## src/rtl/uart_tx_scheduler.sv

```systemverilog
// uart_tx_scheduler: round-robin merge of two byte producers into the TX FIFO,
// plus a drain FSM that feeds the UART transmitter with gap and ack timeout.
`timescale 1ns/1ps
module uart_tx_scheduler #(
    parameter int WIDTH       = 8,
    parameter int GAP_CYCLES  = 2,
    parameter int ACK_TIMEOUT = 16,
    parameter int CNT_WIDTH   = 16
) (
    input  logic                 clk,
    input  logic                 rst,
    input  logic                 en,
    input  logic                 in0_valid,
    input  logic [WIDTH-1:0]     in0_data,
    output logic                 in0_ready,
    input  logic                 in1_valid,
    input  logic [WIDTH-1:0]     in1_data,
    output logic                 in1_ready,
    output logic                 fifo_wr_en,
    output logic [WIDTH-1:0]     fifo_din,
    input  logic                 fifo_full,
    output logic                 fifo_rd_en,
    input  logic [WIDTH-1:0]     fifo_dout,
    input  logic                 fifo_empty,
    output logic                 tx_start,
    output logic [WIDTH-1:0]     tx_data,
    input  logic                 tx_busy,
    output logic [CNT_WIDTH-1:0] sent_count,
    output logic [CNT_WIDTH-1:0] drop_count,
    output logic                 timeout_err
);

    localparam int TW = $clog2(ACK_TIMEOUT + 1);
    localparam int GW = (GAP_CYCLES > 0) ? $clog2(GAP_CYCLES + 1) : 1;

    typedef enum logic [2:0] {
        S_IDLE,
        S_SETTLE,
        S_LOAD,
        S_WAIT_ACK,
        S_BUSY,
        S_GAP
    } state_t;

    state_t               state_q, state_d;
    logic                 rr_q, rr_d;
    logic                 grant1;
    logic [WIDTH-1:0]     tx_data_q, tx_data_d;
    logic [CNT_WIDTH-1:0] sent_q, sent_d;
    logic [CNT_WIDTH-1:0] drop_q, drop_d;
    logic                 err_q, err_d;
    logic [TW-1:0]        to_cnt_q, to_cnt_d;
    logic [GW-1:0]        gap_cnt_q, gap_cnt_d;

    // Arbiter: one FIFO write per cycle, ties broken by the rr pointer
    always_comb begin
        grant1     = in1_valid & (~in0_valid | rr_q);
        fifo_wr_en = (in0_valid | in1_valid) & ~fifo_full;
        in0_ready  = fifo_wr_en & ~grant1;
        in1_ready  = fifo_wr_en & grant1;
        fifo_din   = grant1 ? in1_data : in0_data;
        rr_d       = fifo_wr_en ? ~grant1 : rr_q;
    end

    // Drain FSM: next state, counters and the start/pop pulses
    always_comb begin
        state_d    = state_q;
        tx_data_d  = tx_data_q;
        sent_d     = sent_q;
        drop_d     = drop_q;
        err_d      = err_q;
        to_cnt_d   = to_cnt_q;
        gap_cnt_d  = gap_cnt_q;
        tx_start   = 1'b0;
        fifo_rd_en = 1'b0;
        unique case (state_q)
            S_IDLE: begin
                if (en && !fifo_empty) begin
                    state_d = S_SETTLE;
                end
            end
            S_SETTLE: begin
                state_d = S_LOAD;
            end
            S_LOAD: begin
                tx_data_d  = fifo_dout;
                tx_start   = 1'b1;
                fifo_rd_en = 1'b1;
                to_cnt_d   = '0;
                state_d    = S_WAIT_ACK;
            end
            S_WAIT_ACK: begin
                if (tx_busy) begin
                    sent_d  = sent_q + CNT_WIDTH'(1);
                    state_d = S_BUSY;
                end else begin
                    to_cnt_d = to_cnt_q + TW'(1);
                    if (to_cnt_d == TW'(ACK_TIMEOUT)) begin
                        drop_d  = drop_q + CNT_WIDTH'(1);
                        err_d   = 1'b1;
                        state_d = S_IDLE;
                    end
                end
            end
            S_BUSY: begin
                if (!tx_busy) begin
                    gap_cnt_d = '0;
                    state_d   = (GAP_CYCLES == 0) ? S_IDLE : S_GAP;
                end
            end
            S_GAP: begin
                gap_cnt_d = gap_cnt_q + GW'(1);
                if (gap_cnt_d == GW'(GAP_CYCLES)) begin
                    state_d = S_IDLE;
                end
            end
            default: begin
                state_d = S_IDLE;
            end
        endcase
    end

    // State and datapath registers, synchronous reset
    always_ff @(posedge clk) begin
        if (rst) begin
            state_q   <= S_IDLE;
            rr_q      <= 1'b0;
            tx_data_q <= '0;
            sent_q    <= '0;
            drop_q    <= '0;
            err_q     <= 1'b0;
            to_cnt_q  <= '0;
            gap_cnt_q <= '0;
        end else begin
            state_q   <= state_d;
            rr_q      <= rr_d;
            tx_data_q <= tx_data_d;
            sent_q    <= sent_d;
            drop_q    <= drop_d;
            err_q     <= err_d;
            to_cnt_q  <= to_cnt_d;
            gap_cnt_q <= gap_cnt_d;
        end
    end

    assign tx_data     = tx_data_q;
    assign sent_count  = sent_q;
    assign drop_count  = drop_q;
    assign timeout_err = err_q;

endmodule

```

## config.mk

```make
export PLATFORM = sky130hd
export DESIGN_NAME = uart_tx_scheduler
export DESIGN_NICKNAME = d
export VERILOG_FILES = /design/src/rtl/uart_tx_scheduler.sv
export SDC_FILE = /design/constraint.sdc
export NUM_CORES = 1
export LEC_CHECK = 0
export ABC_AREA = 1
export CORE_MARGIN = 2
export CORE_UTILIZATION = 47
export DETAILED_ROUTE_END_ITERATION = 8
export GPL_TIMING_DRIVEN = 0
export PLACE_DENSITY = 0.91
export SETUP_SLACK_MARGIN = 0.15
export SLEW_MARGIN = 20
export SYNTH_ARGS = -nofsm -noshare
export SYNTH_HDL_FRONTEND = slang
export SYNTH_SLANG_ARGS = --single-unit
```

## constraint.sdc

```tcl
create_clock -name clk -period 2.01 [get_ports clk]
set_clock_uncertainty 0.05 [all_clocks]
set_input_delay 0.402 -clock clk [delete_from_list [all_inputs] [get_ports clk]]
set_output_delay 0.402 -clock clk [all_outputs]
set_load 0.005 [all_outputs]
```

======== Yosys cells after proc, flatten, opt, wreduce, memory -nomap -nowiden ========
Cells that the tools add are included.
word-level totals
  flip-flop bits (word level) ............. 52
  input bits .............................. 32
cells by class
  add/sub/neg operators ................... 4
  reduce and logical (&&, ||, !) cells .... 10
  equal/unequal tests ..................... 12
  multiplexer cells ....................... 12
  bitwise operators ....................... 10
operators by type and width
  operator               number
  $add 16x1->16 const B  2
  $pmux 3 s6             1
  $mux 3                 5
  $pmux 5 s2             1
  $mux 8                 1
  $ne 2x2->1 const B     4
  $eq 3x2->1 const B     2
  $eq 3x3->1 const B     2
  $reduce_and 2->1       3
  $add 5x1->5 const B    1
  $eq 5x5->1 const B     1
  $mux 5                 1
  $and 1x1->1            4
  $not 1->1              4
  $pmux 2 s2             1
  $reduce_and 4->1       1
  $reduce_bool 2->1      2
  $eq 3x1->1 const B     1
  $logic_not 3->1        1
  $ne 3x3->1 const B     1
  $reduce_and 3->1       1
  $add 2x1->2 const B    1
  $eq 2x2->1 const B     1
  $mux 2                 1
  other kinds (4)        5

======== Logic depth before layout (Yosys ltp) ========
  word-level depth ........................ 5
  depth in mapped cells ................... 11

======== Worst setup path before layout ========
Ideal clock, no wire load.
  path type ............................... register to register
  start point ............................. reg to_cnt_q[0]
  end point ............................... reg drop_q[10] (netlist: drop_count[10])
  setup slack ............................. 535 ps
  stages on the path, launching flop included .. 11
  arrival time ............................ 1300 ps
  buffers on the path ..................... 1
  setup time .............................. 125 ps
  cell sequence ........................... dfxtp_1 > ha_1 > nand3_1 > nand2_1 > nand2_1 > nand3_2 > nor2_4 > buf_6 > nand3_1 > nand2_1 > nor2_2
between the ends
  word-level cells in the longest chain between the ends .. 3
ends and longest elaborated chain
  element                            line  text
  start: declaration                 52    logic [TW-1:0] to_cnt_q, to_cnt_d;
  start signal: assignment           141   to_cnt_q <= to_cnt_d;
  $add 5x1->5                        97    to_cnt_d = to_cnt_q + TW'(1);
  $eq 5x5->1                         98    if (to_cnt_d == TW'(ACK_TIMEOUT)) begin
  $reduce_and 3->1 (no source line)  --
  end signal: assignment             139   drop_q <= drop_d;
  end: declaration                   50    logic [CNT_WIDTH-1:0] drop_q, drop_d;
No other way between the ends.
A chain may end at the register's enable or synchronous reset.

======== Worst setup path after layout ========
  start point ............................. in in0_valid
  end point ............................... out fifo_wr_en
between the ends
  word-level cells in the longest chain between the ends .. 2
ends and longest elaborated chain
  element             line  text
  start: declaration  13    input logic in0_valid,
  $or 1x1->1          58    fifo_wr_en = (in0_valid | in1_valid) & ~fifo_full;
  $and 1x1->1         58
  end: declaration    19    output logic fifo_wr_en,
No other way between the ends.

==> impl_metrics.ini <==
[sta]
drv_slew = 0
fin_crit_sh = 0.904
setup_slack_ps = 193
finalSetupViolCount = 0
tightest_slew_ps = 551
fmax_mhz = 550
min_period_ps = 1820
final_hold_viol_count = 0
rsz0062_at_grt = no
max_slew_margin = 0.632

[worst_setup_path]
crit_type = input pin to output pin
crit_path_frequent_cell = nor2_2
slowest_delay_ps = 520
cp-start-kind = input pin
slowest_stage = clkdlybuf4s50_1
worstRegToRegCells = 8
cp_data_required_time_ps = 1560
path_cells = clkdlybuf4s15_1, nor2_2, nor2_2, clkdlybuf4s50_1
worst-path-stages = 4
crit_buf_inv = 2
critical_path.top_delay_family = buffers and inverters
cp-end-kind = output pin
critPathMaxFanout = 2
crit_arrival_ps = 1370

[synthesis]
synth-seq-cells = 52
synth_top_area_share = 0.372
yosysSeqAreaShare = 0.372
synth_area_leaders = dfxtp_1 (37%), nand2_1 (16%), nor2_1 (8.6%), inv_1 (6.7%), a21oi_1 (4.8%)
synth_most_common_cell = nand2_1
yosys.area.top_type = dfxtp_1
syn_inst = 432
syn_area_per_cell_um2 = 6.47
syn_nets = 468
synth_top_flop_cell = dfxtp_1
synth_common_cells = nand2_1 (121), nor2_1 (64), dfxtp_1 (52)
syn_area_um2 = 2800
yosysWarnings = 0
ys_types = 30
synth_edf_count = 0
async_reset_ff_frac = 0

[global_route]
grt_max_degree = 15
grt_pass1_wl_um = 12300
grt_usage = 0.233
antenna_found_initial = 0
grt_overflow = 0
grt_pass1_vias = 2813

[clock_tree]
root_buffer = clkbuf_8
cts_tree = done
cts_buffers = 5
clk_latency_ps = 310
path_clk_slew_ps = 80
cts-htree-levels = 2
cts_buffer_depth = 2
clock-sinks = 52

[final_layout]
n_fill_cell = 479
drive_above_1_share = 0.131
syn_to_final_growth_pct = 43.4
nNetsFinal = 575
antenna_cells = 0
final_area_um2 = 4010

[hold_path]
hold_depth = 1
min_path_type = register to register

[drt]
drt-pass1-iter-count = 5
drtIter0Drc = 273
drc = 0
post_drt_wl_per_cell_um = 12.6
antenna_left = 0
num_vias = 3155
wl_um = 7740
routed_via_density = 5.13

[die]
die-area_um2 = 6580
core_um2 = 5850
floorplan.initialDensity = 0.478
ios = 86
placementRows = 28
dieHeight_um = 81.1
chipWidth_um = 81.1

[place]
placed_cell_area_um2 = 3740
routabilityCongestion = 0.902
numPortBuffers = 85
post-dp-hpwl_um = 5360
pre_cts_slack_ps = -675

[flow_run]
drv_cap = 0

[power]
ir_drop_mv = 0.572
p_per_area_nw_per_um2 = 609
p_leak_nw = 1.62

[run_status]
status = complete, no violations
==> flip-flops by register name (all words and copies together) (netlist names) <==
signal       count
to_cnt_q         5
timeout_err      1
gap_cnt_q        2
drop_count      16
tx_data          8
state_q          3
rr_q             1
sent_count      16
==> cells by family (layout without fill, tap and decap cells) <==
group                    count (synthesis)  after routing  share of synthesized area
AND/OR/NAND/NOR                        245            246                      0.384
buffers and inverters                   65            172                     0.0944
adder cells (fa/ha/maj)                  4              4                     0.0179
AO/OA/AOI/OAI                           59             59                      0.110
XOR/XNOR                                 7              7                     0.0219
flip-flops                              52             52                      0.372
==> final cells by class <==
type | instances | area (um^2) | area share
Clock buffer | 8 | 90.1 | 0.0225
Sequential cell | 52 | 1050 | 0.262
Timing Repair Buffer | 98 | 925 | 0.231
Inverter | 56 | 224 | 0.0559
Tap cell | 75 | 93.8 | 0.0234
Multi-Input combinational cell | 316 | 1560 | 0.388
Timing Repair inverter | 1 | 8.76 | 0.00218
Buffer | 9 | 60.1 | 0.0150
==> per-stage QoR <==
| step | instances | util | total power (W) | TNS [ps] | hold slack [ps] |
|---|---|---|---|---|---|
| detailed placement | 592 | 0.639 | 0.00170 | -4350 | 423 |
| global placement | 592 | 0.639 | 0.00168 | -3980 | 394 |
| CTS | 611 | 0.671 | 0.00237 | 0 | 438 |
| finish | 615 | 0.685 | 0.00244 | 0 | 426 |
| global route | 615 | 0.685 | 0.00256 | 0 | 447 |
| floorplan | 432 | - | 0.00141 | 0 | 383 |
==> report_power, final <==
| part | internal (W) | total (W) | switching, W |
|---|---|---|---|
| logic | 0.000350 | 0.000675 | 0.000325 |
| clock network | 0.000282 | 0.000615 | 0.000334 |
| registers | 0.00111 | 0.00115 | 0.0000469 |
==> final timing paths <==
| kind | startpoint | to | slack (ps) |
|---|---|---|---|
| hold reg to reg | to_cnt_q[0]$_SDFFE_PP0P_ | to_cnt_q[0]$_SDFFE_PP0P_ | 430 |
| setup reg to reg | state_q[0]$_SDFFE_PP0P_ | state_q[1]$_SDFFE_PP0P_ | 280 |
| hold / removal | to_cnt_q[0]$_SDFFE_PP0P_ | to_cnt_q[0]$_SDFFE_PP0P_ | 430 |
| setup / recovery | in0_valid | fifo_wr_en | 190 |
==> cells in the final DEF, fill, tap and decap left out, drive strengths merged <==
| master | count |
|---|---|
| ha | 4 |
| o22ai | 2 |
| clkdlybuf4s50 | 70 |
| nand3 | 31 |
| buf | 18 |
| inv | 55 |
| o21ba | 1 |
| nor3 | 9 |
| nand2 | 125 |
| dlygate4sd2 | 8 |
| xnor2 | 3 |
| clkdlybuf4s15 | 2 |
| clkbuf | 16 |
| o21ai | 27 |
| o21a | 1 |
| clkinvlp | 1 |
| nor3b | 2 |
| a31oi | 1 |
| a21oi | 27 |
| dfxtp | 52 |
| xor2 | 4 |
| dlymetal6s2s | 1 |
| nor2 | 71 |
| nand4 | 8 |
| clkinv | 1 |
==> per-layer routing <==
| layer | part of all wire | global-route usage | routed length (um) | up-vias |
|---|---|---|---|---|
| met2 | 0.50 | 0.419 | 3890 | 142 |
| met1 | 0.41 | 0.278 | 3170 | 1416 |
| li1 | - | - | - | 1581 |
| met5 | 0 | 0 | 0 | - |
| met3 | 0.074 | 0.0511 | 571 | 16 |
| met4 | 0.015 | 0.0678 | 114 | 0 |
==> timing repair <==
action                                  in CTS  in global routing
endpoints found under the setup margin      13                 30
hold buffers                                 0                  0
resized for setup                           28                 32
pin swaps                                    4                  3
buffers inserted                             9                  4
cloned                                       2                  0
(Power assumes the default switching activity.)
==> edit, RTL diff (same flow settings) <==
The parameter `ACK_TIMEOUT` goes from 16 to 32.
--- a/src/rtl/uart_tx_scheduler.sv
+++ b/src/rtl/uart_tx_scheduler.sv
@@ -4,7 +4,7 @@
 module uart_tx_scheduler #(
     parameter int WIDTH       = 8,
     parameter int GAP_CYCLES  = 2,
-    parameter int ACK_TIMEOUT = 16,
+    parameter int ACK_TIMEOUT = 32,
     parameter int CNT_WIDTH   = 16
 ) (
     input  logic                 clk,
Formal check against the unedited RTL: same outputs for any inputs over 10 cycles, from zero or initial values and one cycle with rst high; that may be too few to reach the edited logic, so the function may still have changed.
==> edit against the unedited design <==
Sequential share of layout area grew 0.72 points; final area shrank 0.69%; power grew 4.0%; critical path type is now register to output pin; routed wire length shrank 3.0%; worst setup slack lost 55 ps; synthesized area grew 0.36%; highest routed layer unchanged; combinational power shrank 5.6%; sequential cell count grew 1.
==> edit: results (changes against the unedited design) <==
Run status
  – Status: finished, final reports clean (unchanged)

Pwr
  – Peak supply drop: 0.514 mV (was 0.572 mV)
  – Static Leak: 1.62 nW (about the same)

Synth
  – Seq/Total Area, Yosys: 37.8% (was 37.2%)
  – Syn Inst Count: 411 (was 432)
  – Synth top area cells: dfxtp_1 38%, nand2_1 14%, nor2_1 7.0% (was dfxtp_1 37%, nand2_1 16%, nor2_1 8.6%)
  – Most frequent cells after synthesis: 105 x nand2_1, 53 x dfxtp_1, 52 x nor2_1 (was 121 x nand2_1, 64 x nor2_1, 52 x dfxtp_1)
  – Compound-Gate Fraction of Synth Area: 13.7% (was 11.0%)
  – Yosys cell types: 33 (was 30)

Finish
  – Non-filler cells, final: 590 (was 615)
  – Fraction of layout cells with a size suffix above 1: 12.8% (was 13.1%)
  – Final nets: 550 (was 575)
  – Filler cells: 465 (was 479)
  – Fraction of area in multi-input gates: 39.1% (was 38.8%)
  – Signal buf overhead: 24.2% (was 24.6%)
  – Seq area share: 26.9% (was 26.2%)
  – Non-CTS inverters: 48 (was 57)
  – Buffers outside the clock class: 105 (was 107)
  – Multi-input gate count: 301 (was 316)
  – Clk_buf instances: 6 (was 8)

Routing
  – Met1 WL: 3.08 mm (was 3.17 mm)
  – Vias: 3084 (was 3155)
  – Wirelength, routed: 7.51 mm (was 7.74 mm)
  – DRT iter0 DRCs: 245 (was 273)

Global route
  – Tot GR Track Use: 22.7% (was 23.3%)
  – Vias in the first global route: 2894 (was 2813)
  – Met2 Usage GRT: 42.6% (was 41.9%)
  – Met3 Resource Use GR: 4.56% (was 5.11%)
  – First-pass GRT wire length: 12.0 mm (was 12.3 mm)

Worst setup path
  – Worst Setup Start Kind: register (was primary input)
  – R2R depth: 10 (was 8)

Clock tree
  – Clock sinks: 53 (was 52)
  – Clock-pin transition on the worst setup and hold timing paths: 100 ps (was 80 ps)

Timing
  – Actual slew at the worst max-slew pin: 556 ps (was 551 ps)

Place
  – GPL Wtd Cong: 0.876 (was 0.902)
==> edit: changes by cell type after synthesis, moves of 3 or more <==
cell and change:
xor2_1 +4, nand3_1 -11, a21oi_2 +3, nand2_1 -16, nor2_1 -12, a21oi_1 +5
inv_1 -9, o21ai_1 +12, nor3_1 +6, o21ai_0 -9, nand3_2 -3, nor2_8 +3
==> edit: what timing repair did <==
item                       in CTS  in global routing
pin swaps                       3                  4
resized for setup              27                 26
setup endpoints to repair      15                 21
setup buffers                   7                  4
==> edit: worst paths after layout <==
path                                           startpoint                         end  slack, ps
worst min register to register  gap_cnt_q[0]$_SDFFE_PP0P_   gap_cnt_q[0]$_SDFFE_PP0P_        430
worst min-delay path            gap_cnt_q[0]$_SDFFE_PP0P_   gap_cnt_q[0]$_SDFFE_PP0P_        430
worst max register to register   to_cnt_q[0]$_SDFFE_PP0P_  drop_count[0]$_SDFFE_PP0P_        250
worst max-delay path              state_q[0]$_SDFFE_PP0P_                    tx_start        140
==> edit: power by group through the flow <==
| stage | combinational (mW) | clock [mW] | sequential, mW |
|---|---|---|---|
| after global routing | 0.694 | 0.776 | 1.18 |
| after global placement | 0.512 | 0 | 1.19 |
| after floorplan | 0.248 | 0 | 1.19 |
| final | 0.637 | 0.728 | 1.18 |
| after detailed placement | 0.532 | 0 | 1.19 |
| after CTS | 0.575 | 0.728 | 1.17 |
==> edit: metrics by stage <==
step / area (um^2) / total power, mW / worst slack [ps] / setup TNS (ps)
after floorplan: 2810 / 1.44 / 447 / 0
after global placement: 3750 / 1.70 / -748 / -6500
after detailed placement: 3750 / 1.73 / -738 / -7480
after CTS: 3930 / 2.47 / 57.2 / 0
after global routing: 3980 / 2.65 / 82.5 / 0
final: 3980 / 2.54 / 138 / 0
